==> config.mk <==
export PLATFORM = sky130hd
export DESIGN_NAME = fp_mul_pipe
export DESIGN_NICKNAME = d
export VERILOG_FILES = /design/src/rtl/fp_mul_pipe.sv
export SDC_FILE = /design/constraint.sdc
export NUM_CORES = 2
export LEC_CHECK = 0
export ABC_AREA = 1
export CAP_MARGIN = 20
export CORE_ASPECT_RATIO = 1.4
export CORE_MARGIN = 10
export CORE_UTILIZATION = 45
export CTS_CLUSTER_DIAMETER = 60
export DETAILED_ROUTE_END_ITERATION = 12
export GPL_ROUTABILITY_DRIVEN = 1
export SLEW_MARGIN = 30
export SYNTH_ARGS = -nofsm -noshare
export SYNTH_HDL_FRONTEND = slang
export SYNTH_SLANG_ARGS = --single-unit
export TNS_END_PERCENT = 30
==> constraint.sdc <==
create_clock -name clkn_i -period 10 [get_ports clkn_i]
set_input_delay 1 -clock clkn_i [delete_from_list [all_inputs] [get_ports clkn_i]]
set_output_delay 1 -clock clkn_i [all_outputs]
set_load 0.005 [all_outputs]
==> src/rtl/fp_mul_pipe.sv <==
// fp_mul_pipe: four-stage pipelined floating-point multiplier.
//   S1 unpack/classify, S2 mantissa product, S3 normalise, S4 round/pack.
//   Round-to-nearest-even; subnormal operands are treated as zero, and
//   out-of-range results saturate to inf or flush to zero.
//   A single advance enable stalls the whole pipeline under backpressure.
//   Optional macro FP_MUL_FLAGS_EN adds flags_o = {invalid, overflow,
//   underflow, inexact}, which travels with its result.
//   All registers update on the falling edge of clkn_i.
//   Reset is synchronous and active high.
module fp_mul_pipe #(
  parameter int EXP_W = 8,
  parameter int MAN_W = 23,
  localparam int W = 1 + EXP_W + MAN_W
) (
  input  logic         clkn_i,
  input  logic         rst_i,
  input  logic         in_valid_i,
  output logic         in_ready_o,
  input  logic [W-1:0] a_i,
  input  logic [W-1:0] b_i,
  output logic         out_valid_o,
  input  logic         out_ready_i,
  output logic [W-1:0] result_o
`ifdef FP_MUL_FLAGS_EN
  ,
  output logic [3:0]   flags_o
`endif
);

  localparam int STAGES = 4;
  localparam int N      = MAN_W + 1;       // significand incl. hidden bit
  localparam int P      = 2 * N;           // full product width
  localparam int EW     = EXP_W + 2;       // widened two's-complement exponent
  localparam logic [EW-1:0] BIAS = EW'(2**(EXP_W-1) - 1);
  localparam logic [EW-1:0] EMAX = EW'(2**EXP_W - 1);

  // Control that rides alongside the datapath through every stage.
  typedef struct packed {
    logic          sign;
    logic          nan;   // NaN operand or inf x zero
    logic          inf;   // at least one infinite operand
    logic          zero;  // at least one zero (or flushed subnormal) operand
    logic [EW-1:0] e;     // biased exponent, not yet range checked
  } ctl_t;

  // ---------------------------------------------------------------------
  // Handshake / global advance
  // ---------------------------------------------------------------------
  logic              en;
  logic [STAGES:1]   vld_q;

  assign en          = ~vld_q[STAGES] | out_ready_i;
  assign in_ready_o  = en;
  assign out_valid_o = vld_q[STAGES];

  // Valid bits shift one stage per advance; bubbles enter as zero.
  always_ff @(negedge clkn_i) begin
    if (rst_i)   vld_q <= '0;
    else if (en) vld_q <= {vld_q[STAGES-1:1], in_valid_i};
  end

  // ---------------------------------------------------------------------
  // S1: unpack and classify
  // ---------------------------------------------------------------------
  logic [EXP_W-1:0] ea, eb;
  logic [MAN_W-1:0] fa, fb;
  logic             a_zero, a_inf, a_nan;
  logic             b_zero, b_inf, b_nan;
  ctl_t             ctl1_d, ctl1_q;
  logic [N-1:0]     ma1_d, mb1_d, ma1_q, mb1_q;

  // Field extraction, operand class and exponent sum.
  always_comb begin
    ea     = a_i[W-2 -: EXP_W];
    eb     = b_i[W-2 -: EXP_W];
    fa     = a_i[MAN_W-1:0];
    fb     = b_i[MAN_W-1:0];
    a_zero = (ea == '0);
    b_zero = (eb == '0);
    a_inf  = (&ea) & (fa == '0);
    b_inf  = (&eb) & (fb == '0);
    a_nan  = (&ea) & (|fa);
    b_nan  = (&eb) & (|fb);

    ctl1_d      = '0;
    ctl1_d.sign = a_i[W-1] ^ b_i[W-1];
    ctl1_d.nan  = a_nan | b_nan | (a_inf & b_zero) | (b_inf & a_zero);
    ctl1_d.inf  = a_inf | b_inf;
    ctl1_d.zero = a_zero | b_zero;
    ctl1_d.e    = EW'(ea) + EW'(eb) - BIAS;
    // Hidden bit is always 1; zero operands are resolved by the special mux.
    ma1_d       = {1'b1, fa};
    mb1_d       = {1'b1, fb};
  end

  // S1 pipeline register.
  always_ff @(negedge clkn_i) begin
    if (en) begin
      ctl1_q <= ctl1_d;
      ma1_q  <= ma1_d;
      mb1_q  <= mb1_d;
    end
  end

  // ---------------------------------------------------------------------
  // S2: full-width mantissa product
  // ---------------------------------------------------------------------
  logic [P-1:0] prod2_d, prod2_q;
  ctl_t         ctl2_q;

  // Unsigned significand multiply, no truncation.
  always_comb begin
    prod2_d = P'(ma1_q) * P'(mb1_q);
  end

  // S2 pipeline register.
  always_ff @(negedge clkn_i) begin
    if (en) begin
      ctl2_q  <= ctl1_q;
      prod2_q <= prod2_d;
    end
  end

  // ---------------------------------------------------------------------
  // S3: normalise, extract guard and sticky
  // ---------------------------------------------------------------------
  logic [P-2:0]     pn;       // product with the leading one dropped
  ctl_t             ctl3_d, ctl3_q;
  logic [MAN_W-1:0] frac3_d, frac3_q;
  logic             g3_d, g3_q, s3_d, s3_q;

  // Product is in [1,4): either the top bit is set (bump exponent) or
  // the next bit is, in which case shift left by one.
  always_comb begin
    pn       = prod2_q[P-1] ? prod2_q[P-2:0] : {prod2_q[P-3:0], 1'b0};
    ctl3_d   = ctl2_q;
    ctl3_d.e = ctl2_q.e + EW'(prod2_q[P-1]);
    frac3_d  = pn[P-2 -: MAN_W];
    g3_d     = pn[P-2-MAN_W];
    s3_d     = |pn[P-3-MAN_W:0];
  end

  // S3 pipeline register.
  always_ff @(negedge clkn_i) begin
    if (en) begin
      ctl3_q  <= ctl3_d;
      frac3_q <= frac3_d;
      g3_q    <= g3_d;
      s3_q    <= s3_d;
    end
  end

  // ---------------------------------------------------------------------
  // S4: round to nearest even, range check, special-case mux
  // ---------------------------------------------------------------------
  logic             inc;
  logic [MAN_W:0]   rnd;      // rounded fraction with carry-out at MSB
  logic [EW-1:0]    ef;       // final exponent after rounding carry
  logic             ovf, unf;
  logic [W-1:0]     res_d, result_q;
`ifdef FP_MUL_FLAGS_EN
  logic [3:0]       flg_d, flags_q;
`endif

  // Rounding and result selection; specials take priority over range.
  always_comb begin
    inc = g3_q & (s3_q | frac3_q[0]);
    rnd = {1'b0, frac3_q} + (MAN_W+1)'(inc);
    // A carry-out leaves the fraction bits at zero, so only e moves.
    ef  = ctl3_q.e + EW'(rnd[MAN_W]);
    ovf = ($signed(ef) >= $signed(EMAX));
    unf = ef[EW-1] | (ef == '0);

    res_d = {ctl3_q.sign, ef[EXP_W-1:0], rnd[MAN_W-1:0]};
`ifdef FP_MUL_FLAGS_EN
    flg_d = {3'b000, g3_q | s3_q};
`endif
    if (ctl3_q.nan) begin
      // Canonical quiet NaN, sign cleared.
      res_d = {1'b0, {EXP_W{1'b1}}, 1'b1, {(MAN_W-1){1'b0}}};
`ifdef FP_MUL_FLAGS_EN
      flg_d = 4'b1000;
`endif
    end else if (ctl3_q.inf) begin
      res_d = {ctl3_q.sign, {EXP_W{1'b1}}, {MAN_W{1'b0}}};
`ifdef FP_MUL_FLAGS_EN
      flg_d = 4'b0000;
`endif
    end else if (ctl3_q.zero) begin
      res_d = {ctl3_q.sign, {(W-1){1'b0}}};
`ifdef FP_MUL_FLAGS_EN
      flg_d = 4'b0000;
`endif
    end else if (ovf) begin
      res_d = {ctl3_q.sign, {EXP_W{1'b1}}, {MAN_W{1'b0}}};
`ifdef FP_MUL_FLAGS_EN
      flg_d = 4'b0101;
`endif
    end else if (unf) begin
      res_d = {ctl3_q.sign, {(W-1){1'b0}}};
`ifdef FP_MUL_FLAGS_EN
      flg_d = 4'b0011;
`endif
    end
  end

  // Output register; cleared on reset, held while downstream stalls.
  always_ff @(negedge clkn_i) begin
    if (rst_i)   result_q <= '0;
    else if (en) result_q <= res_d;
  end

  assign result_o = result_q;

`ifdef FP_MUL_FLAGS_EN
  // Flags register moves in lockstep with result_q.
  always_ff @(negedge clkn_i) begin
    if (rst_i)   flags_q <= '0;
    else if (en) flags_q <= flg_d;
  end

  assign flags_o = flags_q;
`endif

endmodule

==> reports/results.md <==
## Synth
• leading area contributor after synthesis: sky130_fd_sc_hd__fa_1
• number of synthesized flops with an enable pin: 161
• synthesized netlist cell count: 3385
• ys flop type: sky130_fd_sc_hd__edfxtp_1
• fraction of the yosys area taken by sequential cells: 0.1969
• most repeated cell in the gate-level netlist after synthesis: sky130_fd_sc_hd__inv_1
• share of the synthesized netlist area taken by xor and xnor gates: 0.02146
• Warnings, synthesis: 0
• total nets after synthesis: 4130
• proportion of synthesized flip-flops having asynchronous set or reset: 0
• adder and majority cell fraction of the synthesized area: 0.4287
• mux contribution to synthesized area: 0
• number of storage elements in the synthesis netlist: 197
• combinational family with the most area after synthesis: adder cells
• fraction of the mapped netlist area in compound gates: 0.03960
• simple logic cell fraction of the synthesized area: 0.1662
• Avg Synthesized Cell Area: 8.336 um2
• cell area after technology mapping: 28220 um2
• count of distinct cell types in the synthesized netlist: 47
• largest cells by area after synthesis: sky130_fd_sc_hd__fa_1 (34%), sky130_fd_sc_hd__edfxtp_1 (17%), sky130_fd_sc_hd__inv_1 (13%), sky130_fd_sc_hd__nand2_1 (10%), sky130_fd_sc_hd__ha_1 (8.6%)
• share of Yosys cell area claimed by the top area cell type: 0.3427
• leading cell types by count after synthesis: sky130_fd_sc_hd__inv_1 (981), sky130_fd_sc_hd__nand2_1 (781), sky130_fd_sc_hd__fa_1 (483)

## Clocking
• Post-CTS Hold Fix Bufs: 0
• clock sink count: 197
• clock slew at the register clock pins of the worst setup and hold paths: 0.03 ns
• clock tree from TritonCTS: built
• Clock Root Buffer: sky130_fd_sc_hd__clkbuf_16
• Clock Latency Late Sink: 0.52 ns
• post-cts repair resize count: 0
• maximum root-to-sink buffer count: 2
• number of buffers added by the clock tree synthesis step: 17
• number of setup buffers added after CTS: 0
• total number of H-tree levels: 4

## Hold path
• worst hold stages: 0
• path category of the worst min-delay check: reg -> reg

## GRT
• remaining global-route overflow: 0
• total routing usage reported by global routing: 0.2188
• maximum number of pins on one net before global-route repair: 77
• number of antenna violations at the first check in global routing: 0
• first-pass GRT wire length: 123500 um
• number of global-route vias before repair: 23890

## Setup path
• cell depth of the worst flop-to-flop path: 23
• Critical Path Max Stage Delay: 0.63 ns
• type of origin of the critical path: register
• cell chain of the critical path: inv_1 -> nor2_2 -> buf_4 -> inv_6 -> clkdlybuf4s50_1
• WP data arrival: 7.26 ns
• maximum fanout encountered on the critical timing path: 76
• required time at the endpoint of the critical path: 9.00 ns
• startpoint-to-endpoint class of the critical path: reg -> out
• slowest cell on the critical path: sky130_fd_sc_hd__clkdlybuf4s50_1
• Crit. End Element: output port

## Drt
• number of remaining DRC errors: 0
• routed wirelength normalized by instance count: 17.18 um
• routed vias/inst: 4.938
• post-route antenna net violation count: 0
• total number of vias: 22130
• Initial DRC Count: 1350
• total wirelength of the detailed-routed design: 77020 um
• number of optimization iterations in the first detailed-route pass: 5

## Timing
• pins over their slew limit: 0
• count of endpoints failing setup in the final report: 0
• Clock Skew: 0.02207 ns
• final count of hold timing violations: 0
• setup repair after global routing missed its margin: false
• slew at the pin with the worst max-slew slack: 0.9822 ns
• PnR worst setup slack: 1.739 ns
• tightest slew margin relative to the limit: 0.3452
• setup_tns: 0 ns

## Placed design
• half-perimeter wire length after detailed placement: 60590 um
• count of buffers inserted at the top-level ports: 101
• cell area after placement: 30260 um2
• RePlAce Congestion: 0.9423
• number of placed cells counting well taps: 4254
• Setup WS pre-CTS: 1.470 ns

## Job
• max-capacitance violation count: 0

## Cells and area
• storage element area: 5555 um2
• layout net count: 4389
• Post-Layout Inst Area: 31620 um2
• Fill cells: 6000
• final instance count without filler cells: 4482
• fraction of layout instances using a drive strength above 1: 0.03117
• Synth-to-Final Area Change: 12.05%
• combined area of the multi-input logic cells: 18520 um2
• number of diodes: 0

## Die
• area inside the core boundary: 62020 um2
• top-level I/O count: 102
• Die Wd: 231.6 um
• effective utilization at floorplan: 0.4549
• Die ar.: 73260 um2
• vertical die dimension: 316.3 um
• Std-Cell Rows: 108

## Outcome
• run status: complete, no violations

==> registers in the layout (all words and copies together), names as in the netlist, 4 cells and up <==
register / cells
ctl2_q: 14
result_o: 32
ctl1_q: 14
prod2_q: 48
ma1_q: 23
vld_q: 4
ctl3_q: 14
mb1_q: 23
frac3_q: 23
==> per-layer routing <==
layer  share of wire  global-route usage  vias to the layer above
met5               0                   0                        -
met4           0.041              0.1094                        0
met3           0.059             0.04284                      173
met2            0.53              0.4000                      708
met1            0.37              0.2370                    10840
li1                -                   -                    10410
==> worst paths after layout <==
path	startpoint	to	slack [ns]
max	vld_q[4]	in_ready_o	1.74
min	ctl2_q[11]	ctl3_q[11]	0.41
max reg2reg	ma1_q[10]	prod2_q[38]	2.68
min reg2reg	ctl2_q[11]	ctl3_q[11]	0.41
==> layout by cell type (no fill, tap or decap), drive strengths merged <==
master / n
a211oi: 1
clkinv: 11
xor2: 51
nand4: 39
nor4: 19
nand3: 77
o21ai: 61
nand2: 786
ha: 194
nor2: 190
bufinv: 1
o21bai: 13
nor3: 16
fa: 483
a21boi: 2
xnor2: 16
a21o: 7
or2: 3
clkbuf: 17
inv: 1186
and2: 5
o21a: 5
edfxtp: 161
o31ai: 1
dfxtp: 36
a31oi: 6
a22oi: 1
buf: 53
and3: 5
a21oi: 106
nand3b: 4
clkdlybuf4s50: 101
==> stage by stage <==
stage,util,hold slack [ns]
floorplan,-,0.4003
global placement,0.4871,0.4012
detailed placement,0.4879,0.4045
CTS,0.5098,0.4068
global route,0.5098,0.4079
finish,0.5098,0.4060
==> worst max-delay path: cells and delay by family, from the launching register on <==
family,cells,cell delay (ns)
buffers and inverters,4,1.38
and+or+nand+nor,1,0.08
DFF,1,0.30
==> area by class of cell <==
type                       count  area share
tap                          825     0.03265
sequential                   197      0.1757
clock inverter               212     0.02964
timing repair buffer         154     0.04555
clock buffer                  17     0.01345
inverter                     986      0.1173
multi-input combinational   2091      0.5857
==> cell families (layout without fill, tap and decap cells) <==
logic type	Yosys count	count (layout)
AND/OR/NAND/NOR	1144	1144
buffers and inverters	1097	1369
adder cells (fa/ha/maj)	677	677
AO/OA/AOI/OAI	203	203
flip-flops	197	197
XOR/XNOR	67	67
Power is not shown: default switching activity piles up to over one toggle a cycle in this logic, so the estimate is an artifact.
